[src/rtl/instr_mem_loader_if.sv]
// instr_mem_loader_if: byte-stream input, instruction-memory write port and boot status
interface instr_mem_loader_if;
    logic [7:0]  BYTE_IN;
    logic        BYTE_VALID;
    logic        BYTE_READY;
    logic [63:0] MEM_WADDR;
    logic [31:0] MEM_WDATA;
    logic        MEM_WR;
    logic        CORE_RST;
    logic        LOAD_DONE;
    logic        LOAD_ERR;
    logic [15:0] WORD_CNT;
    modport master (
        output BYTE_IN, BYTE_VALID,
        input  BYTE_READY, MEM_WADDR, MEM_WDATA, MEM_WR, CORE_RST, LOAD_DONE, LOAD_ERR, WORD_CNT
    );
    modport slave (
        input  BYTE_IN, BYTE_VALID,
        output BYTE_READY, MEM_WADDR, MEM_WDATA, MEM_WR, CORE_RST, LOAD_DONE, LOAD_ERR, WORD_CNT
    );
endinterface

[src/rtl/instr_mem_loader.sv]
// instr_mem_loader: framed byte stream -> 32-bit instruction memory writes; LOADER_CHECKSUM_EN adds a trailing checksum byte
module instr_mem_loader #(
    parameter logic [63:0] BASE_ADDR = 64'h0,
    parameter int unsigned MAX_WORDS = 4096
) (
    input logic CLK,
    input logic RST,
    instr_mem_loader_if.slave bus
);
    typedef enum logic [2:0] {
        IDLE, LEN_LO, LEN_HI, DATA,
`ifdef LOADER_CHECKSUM_EN
        CHECK,
`endif
        DONE, ERROR
    } state_t;
`ifdef LOADER_CHECKSUM_EN
    localparam state_t FIN = CHECK;
`else
    localparam state_t FIN = DONE;
`endif
    state_t state, state_n;
    logic [1:0] bcnt;
    logic [15:0] len, widx, n_hdr;
    logic [23:0] asm_q;
    logic fire, word_end;
`ifdef LOADER_CHECKSUM_EN
    logic [7:0] sum;
    logic last;
    assign last = widx == len - 16'd1;
`endif
    assign fire = bus.BYTE_VALID && bus.BYTE_READY;
    assign word_end = fire && state == DATA && bcnt == 2'd3;
    assign n_hdr = {bus.BYTE_IN, len[7:0]};

    // state register
    always_ff @(posedge CLK) state <= RST ? IDLE : state_n;

    // frame parser transitions; DONE and ERROR hold until reset
    always_comb begin
        state_n = state;
        case (state)
            IDLE:   if (fire && bus.BYTE_IN == 8'hA5) state_n = LEN_LO;
            LEN_LO: if (fire) state_n = LEN_HI;
            LEN_HI: if (fire) state_n = 32'(n_hdr) > MAX_WORDS ? ERROR : n_hdr == 16'd0 ? FIN : DATA;
`ifdef LOADER_CHECKSUM_EN
            DATA:   if (word_end && last) state_n = CHECK;
            CHECK:  if (fire) state_n = bus.BYTE_IN == sum ? DONE : ERROR;
`else
            DATA:   if (bus.MEM_WR && widx == len) state_n = DONE;
`endif
            default: ;
        endcase
    end

    // handshake and boot status decoded from state; reset forces the core into reset at once
    always_comb begin
        bus.BYTE_READY = state != DONE && state != ERROR;
        bus.CORE_RST = RST || state != DONE;
        bus.LOAD_DONE = state == DONE;
        bus.LOAD_ERR = state == ERROR;
    end

    // length capture, little-endian word assembly, write port and word counters
    always_ff @(posedge CLK) begin
        if (RST) begin
            bcnt <= '0;
            widx <= '0;
            len <= '0;
            asm_q <= '0;
            bus.MEM_WR <= 1'b0;
            bus.MEM_WADDR <= BASE_ADDR;
            bus.MEM_WDATA <= '0;
            bus.WORD_CNT <= '0;
        end else begin
            bus.MEM_WR <= word_end;
            bus.WORD_CNT <= bus.WORD_CNT + 16'(bus.MEM_WR);
            if (fire && state == LEN_LO) len[7:0] <= bus.BYTE_IN;
            if (fire && state == LEN_HI) len[15:8] <= bus.BYTE_IN;
            if (fire && state == DATA) begin
                bcnt <= bcnt + 2'd1;
                asm_q <= {bus.BYTE_IN, asm_q[23:8]};
            end
            if (word_end) begin
                widx <= widx + 16'd1;
                bus.MEM_WADDR <= BASE_ADDR + {46'd0, widx, 2'b00};
                bus.MEM_WDATA <= {bus.BYTE_IN, asm_q};
            end
        end
    end

`ifdef LOADER_CHECKSUM_EN
    // running sum of length and data bytes; the sync byte is excluded
    always_ff @(posedge CLK) begin
        if (RST || state == IDLE) sum <= '0;
        else if (fire && (state == LEN_LO || state == LEN_HI || state == DATA)) sum <= sum + bus.BYTE_IN;
    end
`endif
endmodule

[src/flat_wrapper.sv]
// flat-port wrapper written by rule: the top's interface ports become plain ports
module instr_mem_loader_flat 
#(
    parameter logic [63:0] BASE_ADDR = 64'h0,
    parameter int unsigned MAX_WORDS = 4096
)
  (CLK, RST, bus_BYTE_IN, bus_BYTE_VALID, bus_BYTE_READY, bus_MEM_WADDR, bus_MEM_WDATA, bus_MEM_WR, bus_CORE_RST, bus_LOAD_DONE, bus_LOAD_ERR, bus_WORD_CNT);
  instr_mem_loader_if bus_i ();
  input logic CLK;
  input logic RST;
  input wire logic [$bits(bus_i.BYTE_IN)-1:0] bus_BYTE_IN;
  input wire logic [$bits(bus_i.BYTE_VALID)-1:0] bus_BYTE_VALID;
  output wire logic [$bits(bus_i.BYTE_READY)-1:0] bus_BYTE_READY;
  output wire logic [$bits(bus_i.MEM_WADDR)-1:0] bus_MEM_WADDR;
  output wire logic [$bits(bus_i.MEM_WDATA)-1:0] bus_MEM_WDATA;
  output wire logic [$bits(bus_i.MEM_WR)-1:0] bus_MEM_WR;
  output wire logic [$bits(bus_i.CORE_RST)-1:0] bus_CORE_RST;
  output wire logic [$bits(bus_i.LOAD_DONE)-1:0] bus_LOAD_DONE;
  output wire logic [$bits(bus_i.LOAD_ERR)-1:0] bus_LOAD_ERR;
  output wire logic [$bits(bus_i.WORD_CNT)-1:0] bus_WORD_CNT;
  assign bus_i.BYTE_IN = bus_BYTE_IN;
  assign bus_i.BYTE_VALID = bus_BYTE_VALID;
  assign bus_BYTE_READY = bus_i.BYTE_READY;
  assign bus_MEM_WADDR = bus_i.MEM_WADDR;
  assign bus_MEM_WDATA = bus_i.MEM_WDATA;
  assign bus_MEM_WR = bus_i.MEM_WR;
  assign bus_CORE_RST = bus_i.CORE_RST;
  assign bus_LOAD_DONE = bus_i.LOAD_DONE;
  assign bus_LOAD_ERR = bus_i.LOAD_ERR;
  assign bus_WORD_CNT = bus_i.WORD_CNT;
  instr_mem_loader #(.BASE_ADDR(BASE_ADDR), .MAX_WORDS(MAX_WORDS)) u_core (.CLK(CLK), .RST(RST), .bus(bus_i));
endmodule
[config.mk]
export PLATFORM = sky130hd
export DESIGN_NAME = instr_mem_loader_flat
export DESIGN_NICKNAME = d
export VERILOG_FILES = /design/src/rtl/instr_mem_loader_if.sv /design/src/rtl/instr_mem_loader.sv /design/src/flat_wrapper.sv
export SDC_FILE = /design/constraint.sdc
export NUM_CORES = 1
export LEC_CHECK = 0
export BUFFER_PORTS_ARGS = -buffer_cell sky130_fd_sc_hd__buf_2
export CORE_MARGIN = 3
export CORE_UTILIZATION = 45
export DETAILED_ROUTE_END_ITERATION = 7
export PLACE_DENSITY = 0.67
export SLEW_MARGIN = 20
export SYNTH_ARGS = -nofsm -noshare
export SYNTH_HDL_FRONTEND = slang
export SYNTH_SLANG_ARGS = --single-unit
export TNS_END_PERCENT = 5
[constraint.sdc]
create_clock -name CLK -period 2.4 [get_ports CLK]
set_input_delay 0.72 -clock CLK [delete_from_list [all_inputs] [get_ports CLK]]
set_output_delay 0.72 -clock CLK [all_outputs]
set_load 0.05 [all_outputs]
### Yosys cells after proc, flatten, opt, wreduce, memory -nomap -nowiden

Index checks and enable logic that the tools add are counted.

| operators by class | value |
|---|---|
| add/subtract/negate cells | 3 |
| equal/unequal tests | 14 |
| order comparisons | 1 |
| mux-type cells | 7 |
| reduce and logical (&&, ||, !) cells | 13 |

Operators by type and width:

| kind | number |
|---|---|
| 3-bit two-way mux | 6 |
| 16-bit by 1-bit adder with 16-bit output | 1 |
| 16-bit by 1-bit adder with 16-bit output, second input constant | 1 |
| 16-bit equality test | 1 |
| 16-bit by 13-bit greater-than comparator with 1-bit output, second input constant | 1 |
| 16-bit logical NOT | 1 |
| 3-bit case mux with 4 select lines | 1 |
| 8-bit equality test, second input constant | 1 |
| 1-bit logical AND | 8 |
| 3-bit by 2-bit equality test with 1-bit output, second input constant | 2 |
| 3-bit equality test, second input constant | 2 |
| 2-bit by 1-bit inequality test with 1-bit output, second input constant | 3 |
| 3-bit inequality test, second input constant | 2 |
| 5-bit AND reduction | 1 |
| 4-bit nonzero test | 1 |
| 3-bit by 1-bit equality test with 1-bit output, second input constant | 1 |
| 3-bit logical NOT | 1 |
| 2-bit by 1-bit adder with 2-bit output, second input constant | 1 |
| 2-bit equality test, second input constant | 1 |
| 2-bit inequality test, second input constant | 1 |
| 1-bit logical OR | 1 |

| storage, ports and cells | value |
|---|---|
| word-level logic and storage cells | 48 |
| output and inout bits | 117 |
| input port bits | 11 |
| bits in registers | 126 |

### Depth between registers and ports, before layout

| logic depth | value |
|---|---|
| word-level depth | 6 |
| mapped depth | 7 |
| depth with buffers taken out | 7 |

### Least setup slack after synthesis

Ideal clock, no wire load.

| path | value |
|---|---|
| kind | register to output |
| start | register u_core.state[1] |
| end | output port bus_CORE_RST |
| data required time | 1,680 ps |
| path buffers | 0 |
| cell stages (with the launch flop) | 5 |
| arrival | 2,159 ps |
| setup slack | -479 ps |
| path through | dfxtp_1 -> inv_1 -> nand2_1 -> nor2_1 -> nand2_1 |

| on the way | value |
|---|---|
| cells in the longest elaborated chain, start to end | 2 |

RTL lines:

| what | RTL line | text |
|---|---|---|
| start, declared | instr_mem_loader.sv:22 | `state_t state, state_n;` |
| start signal, assigned | instr_mem_loader.sv:37 | `always_ff @(posedge CLK) state <= RST ? IDLE : state_n;` |
| 3-bit inequality test | instr_mem_loader.sv:59 | `bus.CORE_RST = RST \|\| state != DONE;` |
| 1-bit logical OR | instr_mem_loader.sv:59 |  |
| end, declared | flat_wrapper.sv:17 | `output wire logic [$bits(bus_i.CORE_RST)-1:0] bus_CORE_RST;` |

Every way passes these cells.

### Final worst setup path

| path | value |
|---|---|
| start | register u_core.state[0] |
| end | output port bus_LOAD_ERR |

| on the way | value |
|---|---|
| cells in the longest elaborated chain, start to end | 1 |

RTL lines:

| what | RTL line | text |
|---|---|---|
| 3-bit equality test | instr_mem_loader.sv:61 | `bus.LOAD_ERR = state == ERROR;` |
| end, declared | flat_wrapper.sv:19 | `output wire logic [$bits(bus_i.LOAD_ERR)-1:0] bus_LOAD_ERR;` |

Every way passes these cells.

==> qor.csv <==
metric,value,unit
power.switching,1.25,mW
critPathCaptureType,primary output,
drt_iter0_markers,310,
vias,4577,
ys_seq_elements,126,
yosys_warnings,0,
diodes,0,
hold_violations,0,
worst_pin_slew,0.661,ns
whs_endpoint,u_core.bus.MEM_WDATA[12],
slew_headroom,55.9,%
rsz0062_at_grt,no,
synth_commonest_cells,"nand2_1 (193), dfxtp_1 (126), a21oi_1 (95), buf_4 (49), nor2_1 (35)",
post_dp_cell_area,5680,µm²
synth_area_leaders,"dfxtp_1 (47%), nand2_1 (14%), a21oi_1 (8.9%)",
antenna_found_initial,0,
core_area,11500,µm²
cp_cell_sequence,and3_1 > buf_2,
period_needed,2.27,ns
seqPwrFrac,41.8,%
path_delay_family,flip-flops,
grt_pass1_vias,4203,
power_density,812,nW/µm²
critPathBufInv,1,
crit_fanout,15,
fill_cells,1095,
yosysTopAreaCellShare,47.0,%
r2r_slack,0.32,ns
period_share,94.5,%
synth-async-reset-ratio,0,%
drv_slew,0,
crit_type,reg -> out,
drv_cap,0,
grt_max_degree,66,
leakagePower,2.57,nW
io_buffers,79,
ys.flop_type,dfxtp_1,
worst_ep_required_time,1.68,ns
drt_pass1_iterations,5,
synth_top_area_cell,dfxtp_1,
synth_cell_types,40,
setup_viol,0,
grt.total_usage,18.9,%
die_height,115,µm
slowest_stage,dfxtp_1,
start_kind,flop,
p_int,3.87,mW
yosysMostFrequentCell,nand2_1,
r2r-start,u_core.state[0],
worst-r2r-cell-count,6,
fin_nets,750,
pwr-share-comb,7.0,%
drive_gt1_share,17.2,%
seq_area_frac_synth,47.0,%
pin_count,128,
arrival,1.55,ns
sw_frac_of_total,24.5,%
utilization,54.7,%
num_rows,39,
cts_tree,done,
slowest_delay,0.65,ns
cts_sinks,126,
dp_cells,859,
wire_per_inst,14.0,µm
cts_buffer_depth,2,
postCtsSetupBuffers,0,
grt_pass1_wl,20100,µm
max_clock_freq,441,MHz
min_from,u_core.bus.MEM_WDATA[12],
clk_pin_slew,0.06,ns
htreeDepth,4,
avgSynthCellArea,8.05,µm²
clkLatencyLatePin,0.41,ns
rr_endpoint,u_core.widx[4],
setup_tns,0,ns
ant_nets,0,
final_design_area_no_fill,6300,µm²
finalNonFillerCells,891,
whs_path_depth,2,
dieArea,13300,µm²
synth_edf_count,0,
syn_area,5360,µm²
hold_buffers,0,
multi_input_area,2460,µm²
dieWidth,115,µm
syn2layout_area_growth,17.5,%
gp_congestion,0.898,
drc,0,
cts_root_buf,clkbuf_16,
finClkSkew,0.00858,ns
dp_hpwl,8440,µm
min_path_type,reg -> reg,
synth_cells,666,
peakVddDrop,0.502,mV
p_clk_share,51.2,%
cts_resized,0,
regArea,2520,µm²
cts_buffers,17,
viasPerCell,5.14,
start_util,46.6,%
status,"complete, no violations",
finalWirelength,12500,µm
grt_overflow,0,
power groups by stage:
stage	Clock [mW]	Sequential (mW)	Combinational, mW
global route	2.75	2.15	0.383
CTS	2.67	2.14	0.353
finish	2.62	2.14	0.357
floorplan	0	2.17	0.371
detailed placement	0	2.19	0.352
global placement	0	2.19	0.345
per-stage QoR:
step / hold WS (ns) / setup WS, ns / total power, mW
floorplan: 0.432 / 0.0111 / 2.54
global placement: 0.442 / 0.195 / 2.53
detailed placement: 0.446 / 0.108 / 2.54
CTS: 0.453 / 0.125 / 5.16
global route: 0.465 / 0.0346 / 5.28
finish: 0.451 / 0.133 / 5.12
placed cells by master, fill, tap and decap left out, types with 2 or more instances in the layout:
master,n
dfxtp_1,126
nor4_2,2
xnor2_1,16
buf_4,11
xor2_1,25
nor4b_2,2
nor4_1,6
nand3_1,12
nor2b_1,3
and3_1,5
inv_1,7
ha_1,4
a311oi_1,2
nand2_1,193
conb_1,48
buf_2,78
clkbuf_16,17
clkbuf_8,2
nand4_1,7
and4_1,2
and2_1,2
a21oi_1,95
o21ai_0,5
nor3_1,9
clkinv_4,6
or3_1,5
bufinv_16,3
nor2_1,34
nor3_2,2
clkinvlp_4,2
flip-flops by register name (all words and copies together) (netlist names):
signal                count
u_core.widx              16
u_core.len               16
u_core.asm_q             24
u_core.bus.MEM_WADDR     16
u_core.bus.MEM_WR         1
u_core.bus.MEM_WDATA     32
u_core.state              3
u_core.bus.WORD_CNT      16
u_core.bcnt               2
final cells by class:
cell class,instances,area share (%)
multi-input cells,493,39.1
clock buffers,20,7.24
repair buffers,90,7.82
inverters,7,0.417
clock inverters,12,2.58
flip-flops and latches,126,40.0
well taps,143,2.84
cells by family (layout without fill, tap and decap cells):
group	after synthesis	after routing	synth area share (%)
AOI/OAI and AO/OA	109	109	10.7
xor gates and xnor gates	41	41	6.69
adders and majority gates	4	4	0.933
buffers and inverters	94	129	10.5
DFF	126	126	47.0
other	1	48	0.0699
and+or+nand+nor	291	291	24.1
how the worst max path moves through the flow:
stage                                from              end  cells past startpoint
after detailed placement   bus_BYTE_IN[2]  u_core.state[2]                      5
after floorplan                       RST     bus_CORE_RST                      4
after global placement     bus_BYTE_IN[0]  u_core.state[2]                      5
after CTS                 u_core.state[0]     bus_LOAD_ERR                      2
final                     u_core.state[0]     bus_LOAD_ERR                      2
after global routing      u_core.state[1]     bus_CORE_RST                      5
worst reg2reg max path: stages (launching register included):
cell	delay, ns
dfxtp_1	0.65
and4b_1	0.49
and2_1	0.29
buf_4	0.18
nand4_1	0.12
xor2_1	0.17
nor2_1	0.05
routing by layer:
metal,track usage (%),vias up,part of all wire (%)
met1,25.2,2129,45
met4,6.73,0,1.5
met2,29.9,201,47
met5,0,-,0
met3,4.79,18,6.8
li1,-,2229,-
No activity file was read; power rests on OpenSTA's default activity.
